File: config.mk
export PLATFORM = sky130hd
export DESIGN_NAME = trap_ctrl_flat
export DESIGN_NICKNAME = d
export VERILOG_FILES = /design/src/rtl/trap_ctrl_if.sv /design/src/rtl/trap_ctrl.sv /design/src/flat_wrapper.sv
export SDC_FILE = /design/constraint.sdc
export NUM_CORES = 1
export LEC_CHECK = 0
export BUFFER_PORTS_ARGS = -buffer_cell sky130_fd_sc_hd__buf_2
export CORE_ASPECT_RATIO = 0.6
export CORE_MARGIN = 10
export CORE_UTILIZATION = 35
export CTS_CLUSTER_SIZE = 30
export DETAILED_ROUTE_END_ITERATION = 8
export GPL_ROUTABILITY_DRIVEN = 0
export HOLD_SLACK_MARGIN = 0.15
export PLACE_DENSITY = 0.64
export SKIP_CTS_REPAIR_TIMING = 1
export SLEW_MARGIN = 20
export SYNTH_ARGS = -nofsm -noshare
export SYNTH_HDL_FRONTEND = slang
export SYNTH_SLANG_ARGS = --single-unit
export TNS_END_PERCENT = 20
File: constraint.sdc
create_clock -name clk -period 4.55 [get_ports clk]
set_clock_uncertainty 0.2 [all_clocks]
set_input_delay 1.1375 -clock clk [delete_from_list [all_inputs] [get_ports clk]]
set_output_delay 1.1375 -clock clk [all_outputs]
set_load 0.01 [all_outputs]
File: src/rtl/trap_ctrl_if.sv
// rtl/trap_ctrl_if.sv - trap request, CSR access and fetch-redirect signal bundle
interface trap_ctrl_if;
    logic        exc_valid;
    logic [3:0]  exc_cause;
    logic [31:0] exc_tval;
    logic [31:0] pc_in;
    logic        boundary;
    logic        irq_ext;
    logic        irq_soft;
    logic        irq_timer;
    logic        mstatus_mie;
    logic [2:0]  mie_mask;
    logic        mret;
    logic [11:0] csr_addr;
    logic        csr_we;
    logic [31:0] csr_wdata;
    logic [31:0] csr_rdata;
    logic        busy;
    logic        redirect_valid;
    logic [31:0] redirect_pc;

    modport master (
        output exc_valid, exc_cause, exc_tval, pc_in, boundary,
               irq_ext, irq_soft, irq_timer, mstatus_mie, mie_mask, mret, csr_rdata,
        input  csr_addr, csr_we, csr_wdata, busy, redirect_valid, redirect_pc
    );

    modport slave (
        input  exc_valid, exc_cause, exc_tval, pc_in, boundary,
               irq_ext, irq_soft, irq_timer, mstatus_mie, mie_mask, mret, csr_rdata,
        output csr_addr, csr_we, csr_wdata, busy, redirect_valid, redirect_pc
    );
endinterface

File: src/rtl/trap_ctrl.sv
// rtl/trap_ctrl.sv - machine-mode trap entry / mret sequencer driving CSR writes and a fetch redirect
module trap_ctrl #(
    parameter bit MTVEC_VEC_EN = 1'b1
) (
    input logic       clk,
    input logic       rst,
    trap_ctrl_if.slave bus
);
    typedef enum logic [3:0] {
        IDLE, W_EPC, W_CAUSE, W_TVAL, W_STATUS, RD_TVEC, RD_EPC, W_STATUS_R, REDIRECT
    } state_t;

    localparam logic [11:0] CSR_MSTATUS = 12'h300;
    localparam logic [11:0] CSR_MTVEC   = 12'h305;
    localparam logic [11:0] CSR_MEPC    = 12'h341;
    localparam logic [11:0] CSR_MCAUSE  = 12'h342;
    localparam logic [11:0] CSR_MTVAL   = 12'h343;

    state_t      state_q, state_d;
    logic [31:0] cause_q, cause_d;
    logic [31:0] tval_q, tval_d;
    logic [31:0] epc_q, epc_d;
    logic [31:0] target_q, target_d;

    logic        irq_pend;
    logic [3:0]  irq_code;
    logic [31:0] status_v;
    logic [31:0] tvec_base;

    always_ff @(posedge clk or posedge rst) begin
        if (rst) begin
            state_q  <= IDLE;
            cause_q  <= 32'h0;
            tval_q   <= 32'h0;
            epc_q    <= 32'h0;
            target_q <= 32'h0;
        end else begin
            state_q  <= state_d;
            cause_q  <= cause_d;
            tval_q   <= tval_d;
            epc_q    <= epc_d;
            target_q <= target_d;
        end
    end

    // mie_mask is {meie, mtie, msie}; external beats software beats timer
    always_comb begin
        irq_pend = bus.mstatus_mie & ((bus.irq_ext & bus.mie_mask[2]) |
                                      (bus.irq_soft & bus.mie_mask[0]) |
                                      (bus.irq_timer & bus.mie_mask[1]));
        if (bus.irq_ext & bus.mie_mask[2])
            irq_code = 4'd11;
        else if (bus.irq_soft & bus.mie_mask[0])
            irq_code = 4'd3;
        else
            irq_code = 4'd7;
    end

    assign tvec_base = {bus.csr_rdata[31:2], 2'b00};
    assign bus.busy  = (state_q != IDLE);

    always_comb begin
        state_d            = state_q;
        cause_d            = cause_q;
        tval_d             = tval_q;
        epc_d              = epc_q;
        target_d           = target_q;
        status_v           = bus.csr_rdata;
        bus.csr_addr       = 12'h0;
        bus.csr_we         = 1'b0;
        bus.csr_wdata      = 32'h0;
        bus.redirect_valid = 1'b0;
        bus.redirect_pc    = 32'h0;

        case (state_q)
            IDLE: begin
                if (bus.exc_valid) begin
                    cause_d = {28'h0, bus.exc_cause};
                    tval_d  = bus.exc_tval;
                    epc_d   = {bus.pc_in[31:2], 2'b00};
                    state_d = W_EPC;
                end else if (irq_pend && bus.boundary) begin
                    cause_d = {1'b1, 27'h0, irq_code};
                    tval_d  = 32'h0;
                    epc_d   = {bus.pc_in[31:2], 2'b00};
                    state_d = W_EPC;
                end else if (bus.mret) begin
                    state_d = RD_EPC;
                end
            end
            W_EPC: begin
                bus.csr_addr  = CSR_MEPC;
                bus.csr_we    = 1'b1;
                bus.csr_wdata = epc_q;
                state_d       = W_CAUSE;
            end
            W_CAUSE: begin
                bus.csr_addr  = CSR_MCAUSE;
                bus.csr_we    = 1'b1;
                bus.csr_wdata = cause_q;
                state_d       = W_TVAL;
            end
            W_TVAL: begin
                bus.csr_addr  = CSR_MTVAL;
                bus.csr_we    = 1'b1;
                bus.csr_wdata = tval_q;
                state_d       = W_STATUS;
            end
            W_STATUS: begin
                status_v[7]     = bus.csr_rdata[3];
                status_v[3]     = 1'b0;
                status_v[12:11] = 2'b11;
                bus.csr_addr    = CSR_MSTATUS;
                bus.csr_we      = 1'b1;
                bus.csr_wdata   = status_v;
                state_d         = RD_TVEC;
            end
            RD_TVEC: begin
                bus.csr_addr = CSR_MTVEC;
                // only interrupts are vectored; exceptions always land on the base
                if (MTVEC_VEC_EN && cause_q[31] && (bus.csr_rdata[1:0] == 2'b01))
                    target_d = tvec_base + {26'h0, cause_q[3:0], 2'b00};
                else
                    target_d = tvec_base;
                state_d = REDIRECT;
            end
            RD_EPC: begin
                bus.csr_addr = CSR_MEPC;
                target_d     = tvec_base;
                state_d      = W_STATUS_R;
            end
            W_STATUS_R: begin
                status_v[3]     = bus.csr_rdata[7];
                status_v[7]     = 1'b1;
                status_v[12:11] = 2'b11;
                bus.csr_addr    = CSR_MSTATUS;
                bus.csr_we      = 1'b1;
                bus.csr_wdata   = status_v;
                state_d         = REDIRECT;
            end
            REDIRECT: begin
                bus.redirect_valid = 1'b1;
                bus.redirect_pc    = target_q;
                state_d            = IDLE;
            end
            default: state_d = IDLE;
        endcase
    end
endmodule

File: src/flat_wrapper.sv
// flat-port wrapper written by rule: the top's interface ports become plain ports
module trap_ctrl_flat 
#(
    parameter bit MTVEC_VEC_EN = 1'b1
)
  (clk, rst, bus_exc_valid, bus_exc_cause, bus_exc_tval, bus_pc_in, bus_boundary, bus_irq_ext, bus_irq_soft, bus_irq_timer, bus_mstatus_mie, bus_mie_mask, bus_mret, bus_csr_rdata, bus_csr_addr, bus_csr_we, bus_csr_wdata, bus_busy, bus_redirect_valid, bus_redirect_pc);
  trap_ctrl_if bus_i ();
  input logic clk;
  input logic rst;
  input wire logic [$bits(bus_i.exc_valid)-1:0] bus_exc_valid;
  input wire logic [$bits(bus_i.exc_cause)-1:0] bus_exc_cause;
  input wire logic [$bits(bus_i.exc_tval)-1:0] bus_exc_tval;
  input wire logic [$bits(bus_i.pc_in)-1:0] bus_pc_in;
  input wire logic [$bits(bus_i.boundary)-1:0] bus_boundary;
  input wire logic [$bits(bus_i.irq_ext)-1:0] bus_irq_ext;
  input wire logic [$bits(bus_i.irq_soft)-1:0] bus_irq_soft;
  input wire logic [$bits(bus_i.irq_timer)-1:0] bus_irq_timer;
  input wire logic [$bits(bus_i.mstatus_mie)-1:0] bus_mstatus_mie;
  input wire logic [$bits(bus_i.mie_mask)-1:0] bus_mie_mask;
  input wire logic [$bits(bus_i.mret)-1:0] bus_mret;
  input wire logic [$bits(bus_i.csr_rdata)-1:0] bus_csr_rdata;
  output wire logic [$bits(bus_i.csr_addr)-1:0] bus_csr_addr;
  output wire logic [$bits(bus_i.csr_we)-1:0] bus_csr_we;
  output wire logic [$bits(bus_i.csr_wdata)-1:0] bus_csr_wdata;
  output wire logic [$bits(bus_i.busy)-1:0] bus_busy;
  output wire logic [$bits(bus_i.redirect_valid)-1:0] bus_redirect_valid;
  output wire logic [$bits(bus_i.redirect_pc)-1:0] bus_redirect_pc;
  assign bus_i.exc_valid = bus_exc_valid;
  assign bus_i.exc_cause = bus_exc_cause;
  assign bus_i.exc_tval = bus_exc_tval;
  assign bus_i.pc_in = bus_pc_in;
  assign bus_i.boundary = bus_boundary;
  assign bus_i.irq_ext = bus_irq_ext;
  assign bus_i.irq_soft = bus_irq_soft;
  assign bus_i.irq_timer = bus_irq_timer;
  assign bus_i.mstatus_mie = bus_mstatus_mie;
  assign bus_i.mie_mask = bus_mie_mask;
  assign bus_i.mret = bus_mret;
  assign bus_i.csr_rdata = bus_csr_rdata;
  assign bus_csr_addr = bus_i.csr_addr;
  assign bus_csr_we = bus_i.csr_we;
  assign bus_csr_wdata = bus_i.csr_wdata;
  assign bus_busy = bus_i.busy;
  assign bus_redirect_valid = bus_i.redirect_valid;
  assign bus_redirect_pc = bus_i.redirect_pc;
  trap_ctrl #(.MTVEC_VEC_EN(MTVEC_VEC_EN)) u_core (.clk(clk), .rst(rst), .bus(bus_i));
endmodule
Word-level counts from Yosys, hierarchy flattened
Index checks and enable logic that the tools add are counted.
{"block": "classes", "eq_ne": 10, "bitwise": 6, "addsub": 1, "n_reduce_logical": 11, "n_mux": 19}
{"op": "2-to-1 mux 32 bit", "n": 8}
{"op": "case mux 32 bit (5 select lines)", "n": 1}
{"op": "case mux 32 bit (2 select lines)", "n": 1}
{"op": "case mux 10 bit (5 select lines)", "n": 1}
{"op": "adder 32 x 6 -> 32 bit", "n": 1}
{"op": "case mux 4 bit (7 select lines)", "n": 1}
{"op": "== test 4 x 3 -> 1 bit (second input constant)", "n": 4}
{"op": "2-to-1 mux 4 bit", "n": 4}
{"op": "== test 4 x 2 -> 1 bit (second input constant)", "n": 2}
{"op": "OR reduction 2 bit", "n": 3}
{"op": "OR reduction 5 bit", "n": 1}
{"op": "AND 1 bit", "n": 4}
{"op": "== test 4 x 1 -> 1 bit (second input constant)", "n": 1}
{"op": "== test 4 bit (second input constant)", "n": 1}
{"op": "zero test 4 bit", "n": 1}
{"op": "inequality test 4 x 3 -> 1 bit (second input constant)", "n": 1}
{"op": "nonzero test 2 bit", "n": 2}
{"op": "nonzero test 4 bit", "n": 1}
{"op": "2-to-1 mux 3 bit", "n": 1}
{"op": "== test 2 x 1 -> 1 bit (second input constant)", "n": 1}
{"op": "logical AND 1 bit", "n": 2}
{"op": "2-to-1 mux 1 bit", "n": 2}
{"op": "OR 1 bit", "n": 2}
{"op": "AND reduction 2 bit", "n": 1}
{"block": "totals", "out_inout_bits": 79, "wordCells": 52, "input_bits": 112, "ff_bits": 132}

Depth between registers and ports, before layout
{"block": "depth", "ltp_word": 8, "ltp_mapped": 9, "ltp_nobuf": 7}

Worst setup path before layout
Ideal clock, no wire load.
{"block": "synth_path", "kind": "input-to-output", "from": "in bus_csr_rdata[7]", "to": "out bus_csr_wdata[3]", "slack_ps": 1561, "stages": 2, "path_buffers": 0, "arrival_time_ps": 1652, "t_required_ps": 3213, "path_cell_list": "a32o_1 -> a221o_1"}
{"block": "synth_via", "elab_chain_len": 1}
{"element": "start, declared", "line_no": "flat_wrapper.sv:21", "rtl": "input wire logic [$bits(bus_i.csr_rdata)-1:0] bus_csr_rdata;"}
{"element": "case mux 32 bit (5 select lines)", "line_no": "trap_ctrl.sv:75", "rtl": "case (state_q)"}
{"element": "end, declared", "line_no": "flat_wrapper.sv:24", "rtl": "output wire logic [$bits(bus_i.csr_wdata)-1:0] bus_csr_wdata;"}
Every way passes these cells.

Final worst setup path
{"block": "layout_path", "from": "reg u_core.state_q[2]", "to": "out bus_csr_wdata[7]"}
{"block": "layout_via", "elab_chain_len": 2, "elab_cells_between_ends": 6, "classes_between": "eq/ne (5); mux (1)"}
{"element": "start, declared", "line_no": "trap_ctrl.sv:19", "rtl": "state_t state_q, state_d;"}
{"element": "start signal, assigned", "line_no": "trap_ctrl.sv:38", "rtl": "state_q <= state_d;"}
{"element": "== test 4 x 3 -> 1 bit, or another cell as far along", "line_no": "trap_ctrl.sv:75"}
{"element": "case mux 32 bit (5 select lines) *", "line_no": "trap_ctrl.sv:75"}
Mark *: on every way between the ends. The rest lies on a longest branch, timed or not.

==> results list <==
- In this run, CTS created clock tree buffers numbering 9.
- Detail-routed net length per standard cell: 20.57 um
* Number of antenna violations at the first check in global routing: 4
- Clock tree sinks: 101
- 191 I/O pins were placed.
* Via count of the first global-routing pass: 5,106
* Fraction of final layout cells with drive strength greater than 1: 35.59%
- Wire length of the first global-routing pass: 28,960 um
- CP Class: register to output pin
- Endpoint required time on the critical path: 3.21 ns
- The cell count after synthesis came out at 541.
* Sequential-to-total area share from yosys stat: 46.76%
* Number of pins with negative max-slew slack in the final report: 0
- In this run the core area contains 35 standard-cell rows.
* Count of distinct cell types in the synthesized netlist: 50
* Nature of the critical path startpoint: register
- Measured against its own limit, the worst slew margin works out to 49.87%.
- Reported max-cap violation count: 0
- Total of endpoints with negative setup slack in the final report: 0
- Total number of vias: 4,984
- HPWL after detailed placement: 14,420 um
- Once the floorplan was initialized, standard cells occupied 35.47% of the core.
- Power density cells: 666.1 mW/mm2
- Via-to-Cell Ratio: 5.453
- IR analysis of the VDD net gives a maximum drop of 0.0003018 V.
* Wire length on met2: 7818 um
- Power consumption: 4509 uW
- In this run, synthesis inferred 0 flip-flops with an integrated enable.
- Number of H-tree branching levels: 3
* Floorplan die area: 0.02098 mm2
- Yosys printed 0 warnings.
* Worst-margin pin slew: 0.7519 ns
* All-Layer GR Usage: 17.33%
- For this run, design rule violations remaining after detail routing come to 0.
- For this block, the initial DRC count from the detailed router was 590.
* Result of the run: finished, final reports clean
- In the final routing, the length of wire on met1 measures 8713 um.
- The clock reaches the later pin of the worst-skew pair after 0.34 ns.
* Arrival time worst endpoint: 2.28 ns
- In this run, synthesis produced a sequential element count of 101.
* Leakage component of the power: 0.003508 uW
- Type of element capturing the critical path: output pin
* Maximum number of pins on one net before global-route repair: 83
- Highest routed layer: met5
- The floorplan step defined a core boundary enclosing 0.01524 mm2.
* Clock-pin slew on the worst setup and hold paths: 0.08 ns
* Fin nets: 820
* Remaining antenna violation count: 0
- Largest fanout on the critical path: 11
- TritonCTS clock tree: done
- Maximum operating frequency: 276.2 MHz
* Proportion of register bits with asynchronous set or reset after synthesis: 100.0%
- Grt ovf: 0
- The worst hold path belongs to the class register to register.
* Post-Route Setup TNS: 0 ns
- The cell sitting at the root of the clock tree is a sky130_fd_sc_hd__clkbuf_16.
* Setup repair after global routing missed its margin: no
* Top FF cell, synth: sky130_fd_sc_hd__dfrtp_1
* Final hold violation count: 0
- The worst path needs 3.621 ns of the cycle, external delays included.
- The die is 116.3 um tall.
* Most common cell after layout, fill and taps aside: sky130_fd_sc_hd__buf_2
* Total length of routed met3 wires: 2105 um
- Counting along the longest clock path gives a buffer depth of 2.
- After detailed routing, the total wire length is 18,810 um.
- Relative to the synthesized area, the layout overhead comes to 25.23%.
* Chip width: 180.4 um
- The first detailed-routing pass took 5 iterations.
- Dividing the synthesized area by the synthesized cell count gives 9.991 um2.
- In the layout the commonest cells are 180 x sky130_fd_sc_hd__buf_2, 101 x sky130_fd_sc_hd__dfrtp_1, 48 x sky130_fd_sc_hd__nand2_1, 34 x sky130_fd_sc_hd__and3_1, 34 x sky130_fd_sc_hd__inv_1.
* Port Buffers: 180
* Part of the cycle the worst path needs: 79.58%
- Cell area after technology mapping: 0.005405 mm2
-- critical path, cell delays in order (launching register included) --
cell	delay, ns
sky130_fd_sc_hd__dfrtp_1	0.56
sky130_fd_sc_hd__inv_1	0.19
sky130_fd_sc_hd__nor2_1	0.28
sky130_fd_sc_hd__a221oi_1	0.14
sky130_fd_sc_hd__a211oi_1	0.49
sky130_fd_sc_hd__a21o_1	0.15
sky130_fd_sc_hd__buf_2	0.13
-- cell usage after synthesis, types with 2 or more instances --
library cell / instances / area, um2
sky130_fd_sc_hd__dfrtp_1: 101 / 2527
sky130_fd_sc_hd__nand2_1: 48 / 180.2
sky130_fd_sc_hd__inv_1: 35 / 131.4
sky130_fd_sc_hd__and3_1: 34 / 212.7
sky130_fd_sc_hd__a22o_1: 32 / 280.3
sky130_fd_sc_hd__mux2_2: 31 / 349.1
sky130_fd_sc_hd__clkbuf_1: 29 / 108.9
sky130_fd_sc_hd__o21ai_0: 28 / 140.1
sky130_fd_sc_hd__a222oi_1: 27 / 270.3
sky130_fd_sc_hd__nor2_1: 23 / 86.33
sky130_fd_sc_hd__xor2_1: 17 / 148.9
sky130_fd_sc_hd__nand4_1: 14 / 87.58
sky130_fd_sc_hd__a21oi_1: 12 / 60.06
sky130_fd_sc_hd__buf_4: 12 / 90.09
sky130_fd_sc_hd__nand3_1: 10 / 50.05
sky130_fd_sc_hd__nor3_1: 9 / 45.04
sky130_fd_sc_hd__buf_2: 7 / 35.03
sky130_fd_sc_hd__a31oi_1: 6 / 37.54
sky130_fd_sc_hd__and2_1: 5 / 31.28
sky130_fd_sc_hd__or3_1: 5 / 31.28
sky130_fd_sc_hd__a211oi_1: 4 / 30.03
sky130_fd_sc_hd__a21o_1: 4 / 30.03
sky130_fd_sc_hd__ha_1: 4 / 50.05
sky130_fd_sc_hd__or4_1: 4 / 30.03
sky130_fd_sc_hd__a221o_1: 3 / 30.03
sky130_fd_sc_hd__nor2b_1: 3 / 18.77
sky130_fd_sc_hd__o311ai_0: 3 / 26.28
sky130_fd_sc_hd__xnor2_1: 3 / 26.28
sky130_fd_sc_hd__a221oi_1: 2 / 17.52
sky130_fd_sc_hd__a22oi_1: 2 / 15.01
sky130_fd_sc_hd__nand3b_1: 2 / 15.01
sky130_fd_sc_hd__o211ai_1: 2 / 15.01
sky130_fd_sc_hd__o21a_1: 2 / 15.01
sky130_fd_sc_hd__or2_2: 2 / 12.51
-- layer usage --
metal | track usage (%) | up-vias
met1 | 23.59 | 2424
met4 | 3.264 | 2
met3 | 7.673 | 20
met5 | 0 | -
met2 | 24.97 | 239
li1 | - | 2299
-- final cells by class --
type / instances / area (um2)
fill: 1515 / 8471
multi-input combinational: 363 / 2542
sequential: 101 / 2527
timing repair buffer: 193 / 1023
tap: 203 / 254.0
clock buffer: 12 / 246.5
inverter: 35 / 136.4
clock inverter: 4 / 31.28
antenna: 3 / 7.507
-- flip-flops by register name, summed over array words and instances, names as in the netlist --
| signal | cells |
|---|---|
| u_core.cause_q | 5 |
| u_core.tval_q | 32 |
| u_core.target_q | 30 |
| u_core.state_q | 4 |
| u_core.epc_q | 30 |
-- path summary, 6_finish.rpt --
path	startpoint	to	slack, ns	cells after the start
setup / recovery	u_core.state_q[2]	bus_csr_wdata[7]	0.93	6
hold / removal	u_core.target_q[14]	u_core.target_q[14]	0.28	2
setup reg to reg	u_core.cause_q[0]	u_core.target_q[26]	1.88	7
hold reg to reg	u_core.target_q[14]	u_core.target_q[14]	0.28	2
max in group asynchronous	rst	u_core.state_q[2]	2.67	3
min in group asynchronous	rst	u_core.epc_q[15]	0.73	2
-- power by group --
part / total, uW / switching [uW] / internal (uW)
Combinational: 2160 / 1220 / 943
Sequential: 1610 / 273 / 1340
Clock: 738 / 349 / 389
Total: 4510 / 1840 / 2670
-- stage by stage --
stage | hold WS (ns) | setup slack (ns) | instances | util (%) | area, um2
floorplan | 0.2418 | 0.5654 | 548 | - | 5431
global placement | 0.2607 | 1.064 | 895 | 42.53 | 6481
detailed placement | 0.2650 | 1.050 | 895 | 42.53 | 6481
finish | 0.2792 | 0.9293 | 914 | 44.42 | 6769
CTS | 0.2822 | 0.9223 | 911 | 44.35 | 6759
global route | 0.3033 | 0.6562 | 911 | 44.37 | 6761
-- cells by family after synthesis --
group	synth area share (%)
and+or+nand+nor	16.37
other	0.06938
adders and majority gates	1.296
DFF	46.76
xor gates and xnor gates	3.542
AOI/OAI and AO/OA	18.54
buffers and inverters	6.968
muxes	6.458
Power figures use the tool's default switching activity.
